## src/rtl/font_glyph_serializer.sv

```systemverilog
// Reads a 16x16 glyph from the font ROM one row at a time and streams its pixels with a valid/ready handshake.
// Optional FONT_SCALE2_EN: 2x pixel/row replication, 32x32 output.
module font_glyph_serializer #(
  parameter int unsigned GLYPH_ROWS = 16,
  parameter int unsigned GLYPH_COLS = 16,
  parameter bit          MSB_FIRST  = 1'b1
) (
  input  logic                  Clock,
  input  logic                  Reset,
  input  logic                  Start,
  input  logic [3:0]            Digit,
  output logic                  Busy,
  output logic [7:0]            RomAddress,
  input  logic [GLYPH_COLS-1:0] RomData,
  output logic                  PixelOut,
  output logic                  PixelValid,
  input  logic                  PixelReady,
  output logic [4:0]            PixelX,
  output logic [4:0]            PixelY,
  output logic                  Done
);

`ifdef FONT_SCALE2_EN
  localparam int unsigned SCALE_SH = 1;
`else
  localparam int unsigned SCALE_SH = 0;
`endif
  localparam int unsigned OUT_COLS = GLYPH_COLS << SCALE_SH;
  localparam int unsigned OUT_ROWS = GLYPH_ROWS << SCALE_SH;
  localparam logic [4:0]  LAST_COL = 5'(OUT_COLS - 1);
  localparam logic [4:0]  LAST_ROW = 5'(OUT_ROWS - 1);

  typedef enum logic [1:0] {IDLE, FETCH, SHIFT, DONE} state_t;

  state_t                state, state_nxt;
  logic [3:0]            digit_reg;
  logic [4:0]            row, col;
  logic [4:0]            row_nxt;
  logic [3:0]            rom_row_nxt;
  logic [GLYPH_COLS-1:0] shreg;
  logic [7:0]            rom_addr;
  logic                  last_col, last_row, src_advance;

  assign last_col    = (col == LAST_COL);
  assign last_row    = (row == LAST_ROW);
  assign row_nxt     = row + 5'd1;
  assign rom_row_nxt = 4'(row_nxt >> SCALE_SH);
  // With scaling each source bit is shown on two columns; only move on after the odd one.
  assign src_advance = (SCALE_SH == 0) || col[0];

  always_ff @(posedge Clock) begin
    if (Reset) state <= IDLE;
    else       state <= state_nxt;
  end

  always_comb begin
    state_nxt  = state;
    Busy       = 1'b1;
    Done       = 1'b0;
    PixelValid = 1'b0;
    case (state)
      IDLE: begin
        Busy = 1'b0;
        if (Start) state_nxt = FETCH;
      end
      FETCH: state_nxt = SHIFT;
      SHIFT: begin
        PixelValid = 1'b1;
        if (PixelReady && last_col) state_nxt = last_row ? DONE : FETCH;
      end
      DONE: begin
        Done      = 1'b1;
        state_nxt = IDLE;
      end
      default: state_nxt = IDLE;
    endcase
  end

  always_ff @(posedge Clock) begin
    if (Reset) begin
      digit_reg <= '0;
      row       <= '0;
      col       <= '0;
      shreg     <= '0;
      rom_addr  <= '0;
    end else begin
      case (state)
        IDLE: if (Start) begin
          digit_reg <= Digit;
          row       <= '0;
          rom_addr  <= {Digit, 4'd0};
        end
        FETCH: begin
          shreg <= RomData;
          col   <= '0;
        end
        SHIFT: if (PixelReady) begin
          col <= last_col ? '0 : col + 5'd1;
          if (last_col) begin
            if (!last_row) begin
              row      <= row_nxt;
              rom_addr <= {digit_reg, rom_row_nxt};
            end
          end else if (src_advance) begin
            shreg <= MSB_FIRST ? {shreg[GLYPH_COLS-2:0], 1'b0}
                               : {1'b0, shreg[GLYPH_COLS-1:1]};
          end
        end
        default: ;
      endcase
    end
  end

  assign RomAddress = rom_addr;
  assign PixelX     = col;
  assign PixelY     = row;
  assign PixelOut   = PixelValid & (MSB_FIRST ? shreg[GLYPH_COLS-1] : shreg[0]);

endmodule
```

## config.mk

```make
export PLATFORM = sky130hd
export DESIGN_NAME = font_glyph_serializer
export DESIGN_NICKNAME = d
export VERILOG_FILES = /design/src/rtl/font_glyph_serializer.sv
export SDC_FILE = /design/constraint.sdc
export NUM_CORES = 1
export LEC_CHECK = 0
export BUFFER_PORTS_ARGS = -buffer_cell sky130_fd_sc_hd__buf_2
export CORE_AREA = 2 2 63 65
export DETAILED_ROUTE_END_ITERATION = 8
export DIE_AREA = 0 0 65 67
export PLACE_DENSITY = 0.76
export SYNTH_ARGS = -nofsm -noshare
export SYNTH_HDL_FRONTEND = slang
export SYNTH_SLANG_ARGS = --single-unit
```

## constraint.sdc

```tcl
create_clock -name Clock -period 2.09 [get_ports Clock]
set_input_delay 0.209 -clock Clock [delete_from_list [all_inputs] [get_ports Clock]]
set_output_delay 0.209 -clock Clock [all_outputs]
set_load 0.03 [all_outputs]
```

==> metrics.yaml, run 1 <==
outcome: "finished, final reports clean"
gp_congestion: 0.765
cts_buffers: 5
antenna_found_initial: 0
fin_crit_sh_pct: 93.4
end_kind: "flop"
reg2reg_from: "PixelY[0]"
finalNetCount: 274
reg2reg_to: "PixelY[3]"
drc_errors: 0
fmax_mhz: 512
hpwl_um: 2830
root_buffer: "clkbuf_8"
die-area_um2: 4360
skew_ps: 7.63
netlist_instances: 208
slowest_delay_ps: 500
fin_tns_setup_ps: 0
fp-row-count: 22
cellPowerDensity_nw_per_um2: 704
syn-cell-area_um2: 1850
leakagePower_nw: 0.941
first_pass_iters: 4
hold_violations: 0
die_y_um: 67
cts_tree: "yes"
rsz0062_at_grt: "no"
path_max_fanout: 8
worstPathCellList: "ha_1 -> and3_1 -> ha_1 -> nand4bb_4 -> or4_1 -> a31oi_1"
gr-total-overflow: 0
startpoint_type: "flop"
ys_seq_elements: 36
cts.sinks: 36
grt_pass1_wl_um: 7160
worst_r2r_path_depth: 6
clkLatencyLatePin_ps: 280
grt_max_degree: 35
min_to: "digit_reg[2]"
yosys_warnings: 0
drtIter0Drc: 188
largest_reg_flops: 16
post_drt_wl_per_cell_um: 14.3
grt.total_usage_pct: 21.0
syn_to_final_growth_pct: 16.8
cts_resized: 0
crit_top_cell: "ha_1"
vias: 1700
cts_setup_buffers: 0
cp_slowest_cell: "or4_1"
diodes: 0
syn_nets: 235
ff2ff_setup_slack_ps: 140
start_util_pct: 51.4
top_register: "shreg"
portBuffers: 45
whs_ps: 169
syn_area_per_cell_um2: 8.90
final_layout_size_suffix_gt1_share_pct: 27.4
cp-startpoint: "PixelY[0]"
yosys.area.top_type: "dfxtp_1"
synth_seq_area_share_pct: 38.9
yosysUniqueCellTypes: 42
min_period_ps: 1950
final_antenna_net_count: 0
maxSlewViolCount: 0
setup_viol_count_final: 0
num_io_pins: 46
cp.required_ps: 2300
synth_commonest_cells: "nand2_1, dfxtp_1, a211oi_1, a311oi_1, a21oi_1"
worstPathArrival_ps: 2160
hold_buffers: 0
drt-vias-per-instance: 5.74
max-slew-margin-rel_pct: 58.6
hold_class: "in -> reg"
synth_top_cell_area_share_pct: 38.9
async_reset_ff_share_pct: 0
synth_area_leaders: "dfxtp_1, a211oi_1, nand2_1"
hold_depth: 3
die_w_um: 65
synth_edf_count: 0
synth_flop_cell: "dfxtp_1"
wl_um: 4230
holdCritStartpoint: "Digit[2]"
critPathKind: "reg -> reg"
ctsLongestPathBuffers: 2
htree_levels: 2
clkTransAtPathRegs_ps: 70
grt_pass1_vias: 1569
synth_most_common_cell: "nand2_1"
peakVddDrop_v: 0.000415
fillers: 340
core_area_um2: 3610
cap_violations: 0
worst_slew_pin_slew_ps: 622
[power by group]
group	switching (mW)	internal, mW
Clock	0.236	0.269
Combinational	0.146	0.106
Sequential	0.0319	0.733
[metrics by stage]
stage | total power, mW | utilization (%) | cells | worst slack (ps) | instance area, µm²
finish | 1.52 | 60.0 | 296 | 138 | 2160
global route | 1.59 | 60.0 | 296 | 31.8 | 2160
detailed placement | 1.03 | 57.5 | 288 | 134 | 2070
global placement | 1.03 | 57.5 | 288 | 180 | 2070
floorplan | 0.960 | - | 208 | 94.0 | 1850
CTS | 1.53 | 60.0 | 296 | 101 | 2160
[logic make-up (layout without fill, tap and decap cells)]
| group | Yosys count | after routing | share of synthesized area (%) |
|---|---|---|---|
| xor+xnor | 1 | 1 | 0.473 |
| mux | 5 | 5 | 2.70 |
| fa+ha+maj | 3 | 3 | 2.03 |
| compound gates | 61 | 61 | 24.3 |
| buf+inv | 26 | 66 | 8.18 |
| flops | 36 | 36 | 38.9 |
| simple gates | 76 | 76 | 23.4 |
[area by class of cell]
class	instances	area, µm²	area share [%]
Tap cell	48	60.1	2.78
Sequential cell	36	721	33.3
Inverter	3	11.3	0.521
Clock buffer	8	90.1	4.17
Multi-Input combinational cell	146	980	45.3
Timing Repair Buffer	55	300	13.9
[worst max-delay path by stage]
stage | cells after the start | endpoint
6_report | 6 | PixelY[3]
4_1_cts | 6 | PixelY[3]
3_5_place_dp | 6 | PixelY[3]
3_3_place_gp | 6 | PixelY[3]
5_1_grt | 6 | PixelY[3]
2_1_floorplan | 6 | PixelY[3]
[cell usage in the layout (no fill, tap or decap), types with 5 or more instances in the layout]
cell type  count
buf_2         45
nand2_1       40
dfxtp_1       36
a211oi_1      24
a311oi_1      16
buf_4         10
a21oi_1        9
nand3_1        7
clkbuf_8       6
mux2i_1        5
[routing by layer]
layer | global-route usage [%] | vias to the layer above | routed length [µm]
met5 | 0 | - | 0
met4 | 6.38 | 0 | 63
met3 | 4.90 | 9 | 221
met2 | 34.3 | 45 | 1970
met1 | 27.4 | 792 | 1970
li1 | - | 854 | -
[critical path: cells and delay by family, from the launching register on]
family	cells	cell delay, ps
fa+ha+maj	2	430
compound gates	1	170
simple gates	3	940
flops	1	350
Note: power is estimated with default switching activity, not from simulation.
==> inputs of run 2 (changes only) <==
Settings changed: CORE_AREA 2 2 63 65 to 2 2 66 68, DIE_AREA 0 0 65 67 to 0 0 68 70, PLACE_DENSITY 0.76 to 0.8, RECOVER_POWER from default to 25.
Clock period 2.09 ns to 1.6 ns, I/O delays scaled along.
==> run 2 against run 1 <==
- the run now ends with setup timing left
- worst hold slack worse by 58 ps
- register-to-register slack worse by 260 ps
- global-route usage down 1.0 points
- final area up 11%
- clock skew down 2.5 ps
- setup slack worse by 260 ps
- core utilization down 2.1 points
- critical path depth unchanged
- critical path type unchanged
==> metrics.yaml, run 2 (synthesis gave the netlist of run 1 again) <==
num_io_pins: 46  # unchanged
crit_top_cell: "ha_4"
instances_no_fill: 320  # +8.1%
place_inst: 309  # +7.3%
post_drt_wl_per_cell_um: 14.3  # -0.13%
hold_class: "in -> reg"
drt-vias-per-instance: 5.55  # -3.4%
fillers: 376  # +11%
clkLatencyLatePin_ps: 300  # +20 ps
final_cell_mix: "nand2_1, dfxtp_1, buf_2"
grt_pass1_vias: 1556  # -0.83%
cts_buffers: 5  # unchanged
setup_viol_count_final: 7  # +7
cts_tree: "yes"
antenna_found_initial: 0  # unchanged
cap_violations: 0  # unchanged
hold_violations: 0  # unchanged
die_y_um: 70  # +4.5%
drc_errors: 0  # unchanged
syn_to_final_growth_pct: 29.5
worstPathCellList: "ha_4 -> and3_4 -> ha_4 -> nand4bb_4 -> or4_4 -> a31oi_1"
vias: 1775  # +4.4%
end_kind: "flop"
slowest_delay_ps: 440  # -60 ps
fin_crit_sh_pct: 108  # +14 points
fin_tns_setup_ps: -373  # -373 ps
fp-row-count: 24  # +9.1%
path_max_fanout: 7  # -1
top_register: "shreg"
final_antenna_net_count: 0  # unchanged
htree_levels: 2  # unchanged
dp_slack_ps: -89.7  # -224 ps
largest_reg_flops: 16  # unchanged
root_buffer: "clkbuf_8"
worstPathArrival_ps: 1950  # -210 ps
maxSlewViolCount: 0  # unchanged
gp_congestion: 0.835  # +9.1%
die-area_um2: 4760  # +9.3%
cts.sinks: 36  # unchanged
peakVddDrop_v: 0.000619  # +49%
cp.required_ps: 1830  # -470 ps
cp_slowest_cell: "or4_4"
start_util_pct: 44.7  # -6.7 points
cp-startpoint: "PixelY[1]"
gr-total-overflow: 0  # unchanged
wl_um: 4570  # +8.0%
grt.total_usage_pct: 20.0  # -1.0 points
worst_slew_pin_slew_ps: 419  # -202 ps
hpwl_um: 3130  # +10%
grt_pass1_wl_um: 7240  # +1.2%
core_area_um2: 4140  # +15%
fin_ws_ps: -120  # -258 ps
ctsLongestPathBuffers: 2  # unchanged
critPathKind: "reg -> reg"
grt_max_degree: 20  # -43%
outcome: "complete, but fails checks"
leakagePower_nw: 1.00  # +6.7%
reg2reg_from: "PixelY[1]"
die_w_um: 68  # +4.6%
finalNetCount: 294  # +7.3%
max-slew-margin-rel_pct: 72.0  # +13 points
whs_ps: 111  # -57.9 ps
path_buf_inv: 0  # unchanged
min_period_ps: 1720  # -232 ps
portBuffers: 45  # unchanged
cp_top_family: "simple AND/OR/NAND/NOR gates"
clkTransAtPathRegs_ps: 70  # about the same
fmax_mhz: 581  # +13%
cellPowerDensity_nw_per_um2: 900  # +28%
final_common_cell: "nand2_1"
final_layout_size_suffix_gt1_share_pct: 34.0  # +6.5 points
skew_ps: 5.12  # -2.51 ps
startpoint_type: "flop"
rsz0062_at_grt: "yes"
diodes: 0  # unchanged
first_pass_iters: 4  # unchanged
holdCritStartpoint: "Digit[2]"
fin_util_pct: 57.9  # -2.1 points
drtIter0Drc: 118  # -37%
violations: "setup timing"
## run 2: cell types whose count changed in the layout (fill, tap and decap cells not counted), sizes merged
cell    delta
buf        +8
clkbuf     +9
inv        +1
bufinv     +1
clkinv     +1
## run 2: cell type report
cell class,instances,area (µm²),area share [%]
Clock inverter,3,41.3,1.72
Tap cell,52,65.1,2.71
Multi-Input combinational cell,146,1030,43.0
Sequential cell,36,732,30.5
Inverter,3,11.3,0.469
Timing Repair Buffer,75,448,18.7
Clock buffer,5,68.8,2.87
## run 2: repair_timing
action,4_1_cts,5_1_grt
pin swaps,0,0
resized for setup,4,10
hold endpoints to repair,0,0
endpoints found under the setup margin,20,13
hold buffers,0,0
buffers inserted,1,2
## run 2: power by group
part           leakage, nW  total, mW  switching [mW]  internal (mW)
sequential           0.298      0.988          0.0338          0.954
clock               0.0585      0.806           0.344          0.462
combinational        0.647      0.366           0.205          0.161
total                 1.00       2.16           0.583           1.58
## run 2: path summary, 6_finish.rpt
kind / to / slack [ps] / depth (start not counted)
worst min-delay path: digit_reg[2] / 110 / 3
worst max register to register: PixelY[3] / -120 / 6
worst max-delay path: PixelY[3] / -120 / 6
worst min register to register: digit_reg[2] / 460 / 2
## run 2: metrics by stage
| step | power (mW) | area, µm² |
|---|---|---|
| after detailed placement | 1.36 | 2240 |
| after global routing | 2.26 | 2400 |
| after global placement | 1.35 | 2240 |
| final | 2.16 | 2400 |
| after floorplan | 1.25 | 1890 |
| after CTS | 2.17 | 2370 |
## run 2: worst min-delay path, stage by stage
cell and delay (ps):
buf_2 100, nand2_1 50, a21oi_1 50
## run 2: per-layer routing
metal  up-vias  global-route usage [%]  part of all wire, %  routed length (µm)
met5         -                       0                    0                   0
li1        894                       -                    -                   -
met2        43                    29.9                   49                2250
met4         0                    7.56                  1.6                  73
met1       832                    27.2                   44                2020
met3         6                    5.31                  4.9                 224
==> inputs of run 3 (changes only) <==
Settings changed: CORE_AREA 2 2 66 68 to 2 2 55 82, DIE_AREA 0 0 68 70 to 0 0 57 84, PLACE_DENSITY 0.8 to default, PLACE_DENSITY_LB_ADDON from default to 0.25.
==> run 3 against run 2 <==
- the run still ends with setup timing left
- count of clock-buffer cells in the layout rose by 3
- clock power fell by 19%
- sequential power barely moved
- routed wire length fell by 1.7%
==> metrics.yaml, run 3 (synthesis gave the netlist of run 1 again) <==
largest_reg_flops: 16  # unchanged
critPathCapture: "PixelY[3]"
grt_pass1_wl_um: 7620  # +5.2%
htree_levels: 2  # unchanged
root_buffer: "clkbuf_8"
drt-vias-per-instance: 5.68  # +2.3%
fillers: 416  # +11%
cap_violations: 0  # unchanged
num_io_pins: 46  # unchanged
fin_tns_setup_ps: -83.7  # +289 ps
start_util_pct: 44.8  # +0.081 points
first_pass_iters: 4  # unchanged
reg2reg_to: "PixelY[3]"
fmax_mhz: 595  # +2.4%
outcome: "complete, but fails checks"
wl_um: 4490  # -1.7%
multi_input_area_um2: 1020  # -1.6%
drc_errors: 0  # unchanged
seq_power_share_pct: 49.1  # +3.4 points
p_int_mw: 1.47  # -6.7%
drtIter0Drc: 71  # -40%
grt_max_degree: 20  # unchanged
p_sw_mw: 0.545  # -6.5%
slowest_delay_ps: 410  # -30 ps
die_y_um: 84  # +20%
fin_crit_sh_pct: 105  # -2.5 points
peakVddDrop_v: 0.000728  # +18%
worst_slew_pin_slew_ps: 372  # -46.8 ps
rsz0062_at_grt: "yes"
seq_area_um2: 732  # unchanged
cp_top_family: "simple AND/OR/NAND/NOR gates"
min_period_ps: 1680  # -40.0 ps
dp_slack_ps: -71.1  # +18.5 ps
violations: "setup timing"
worstPathCellList: "ha_4 -> and3_4 -> ha_4 -> nand4bb_4 -> or4_1 -> a31oi_1"
cp-startpoint: "PixelY[1]"
clkLatencyLatePin_ps: 280  # -20 ps
gr-total-overflow: 0  # unchanged
vias: 1788  # +0.73%
portBuffers: 45  # unchanged
die-area_um2: 4790  # +0.59%
cts_setup_buffers: 0  # -1
maxSlewViolCount: 0  # unchanged
cellPowerDensity_nw_per_um2: 852  # -5.3%
worst_r2r_path_depth: 6  # unchanged
pwr-share-clk_pct: 32.5  # -4.8 points
diodes: 0  # unchanged
fp-row-count: 29  # +21%
core_area_um2: 4140  # -0.18%
place_inst: 307  # -0.65%
ctsLongestPathBuffers: 2  # unchanged
switching_share_pct: 27.0  # +0.039 points
post_drt_wl_per_cell_um: 14.3  # -0.13%
path_buf_inv: 0  # unchanged
hold_class: "in -> reg"
critPathKind: "reg -> reg"
hold_violations: 0  # unchanged
grt.total_usage_pct: 19.9  # -0.029 points
die_w_um: 57  # -16%
grt_pass1_vias: 1712  # +10%
finalNetCount: 295  # +0.34%
final_layout_size_suffix_gt1_share_pct: 32.7  # -1.2 points
reg2reg_from: "PixelY[1]"
startpoint_type: "flop"
cts_buffers: 5  # unchanged
final_common_cell: "nand2_1"
cts_tree: "yes"
hpwl_um: 3170  # +1.3%
final_antenna_net_count: 0  # unchanged
worstPathArrival_ps: 1900  # -50 ps
syn_to_final_growth_pct: 27.8
cts.sinks: 36  # unchanged
path_max_fanout: 6  # -1
clkTransAtPathRegs_ps: 70  # about the same
gp_congestion: 0.810  # -3.0%
antenna_found_initial: 0  # unchanged
top_register: "shreg"
pwr-share-comb_pct: 18.4  # +1.5 points
cp_slowest_cell: "or4_1"
leakagePower_nw: 0.999  # -0.43%
skew_ps: 3.83  # -1.29 ps
cp.required_ps: 1820  # about the same
end_kind: "flop"
setup_viol_count_final: 2  # -5
max-slew-margin-rel_pct: 75.3  # +3.3 points
hold_buffers: 0  # unchanged
crit_top_cell: "ha_4"
final_cell_mix: "nand2_1, buf_2, dfxtp_1"
crit_cells: 6  # unchanged
instances_no_fill: 315  # -1.6%
ff2ff_setup_slack_ps: -80  # +40 ps
fin_ws_ps: -80.4  # +40.0 ps
==> run 3: worst min-delay path: cells and delay by family <==
family                 cells  cell delay (ps)
buffers and inverters      1              100
AOI/OAI and AO/OA          1               50
and+or+nand+nor            1               50
==> run 3: cell type report <==
type	instances	share of cell area [%]
multi-input cells	146	42.9
flip-flops and latches	36	30.9
repair buffers	76	19.3
clock buffers	8	3.81
well taps	46	2.43
inverters	3	0.582
==> run 3: what timing repair did <==
item,4_1_cts,5_1_grt
gates cloned,0,0
endpoints found under the setup margin,6,17
pin swaps,1,2
resized for setup,2,4
==> run 3: worst min path at each step <==
stage / from / endpoint / slack, ps / cells after the start
6_report: Digit[0] / digit_reg[0] / 120 / 3
3_3_place_gp: Digit[1] / digit_reg[1] / 410 / 3
4_1_cts: Digit[0] / digit_reg[0] / 110 / 3
3_5_place_dp: Digit[0] / digit_reg[0] / 420 / 3
2_1_floorplan: Digit[0] / digit_reg[0] / 300 / 2
5_1_grt: Digit[1] / digit_reg[1] / 120 / 3
==> run 3: metrics by stage <==
stage	hold slack [ps]	util (%)	total power, mW	area [µm²]
floorplan	296	-	1.25	1890
finish	123	57.2	2.02	2370
global placement	413	55.1	1.37	2280
detailed placement	423	55.1	1.38	2280
global route	121	57.2	2.13	2370
CTS	113	57.4	2.05	2370
==> run 3: metal layers <==
| metal | vias to the layer above | wire length, µm | GRT usage (%) |
|---|---|---|---|
| li1 | 892 | - | - |
| met1 | 848 | 1910 | 24.3 |
| met2 | 43 | 2310 | 33.4 |
| met3 | 5 | 189 | 3.88 |
| met4 | 0 | 78 | 8.46 |
| met5 | - | 0 | 0 |
==> run 3: power groups by stage <==
stage	Sequential [mW]	Combinational, mW	Clock [mW]
after floorplan	1.02	0.230	0
after global placement	1.01	0.367	0
after detailed placement	1.01	0.370	0
after CTS	0.988	0.375	0.683
after global routing	0.999	0.407	0.720
final	0.989	0.371	0.656
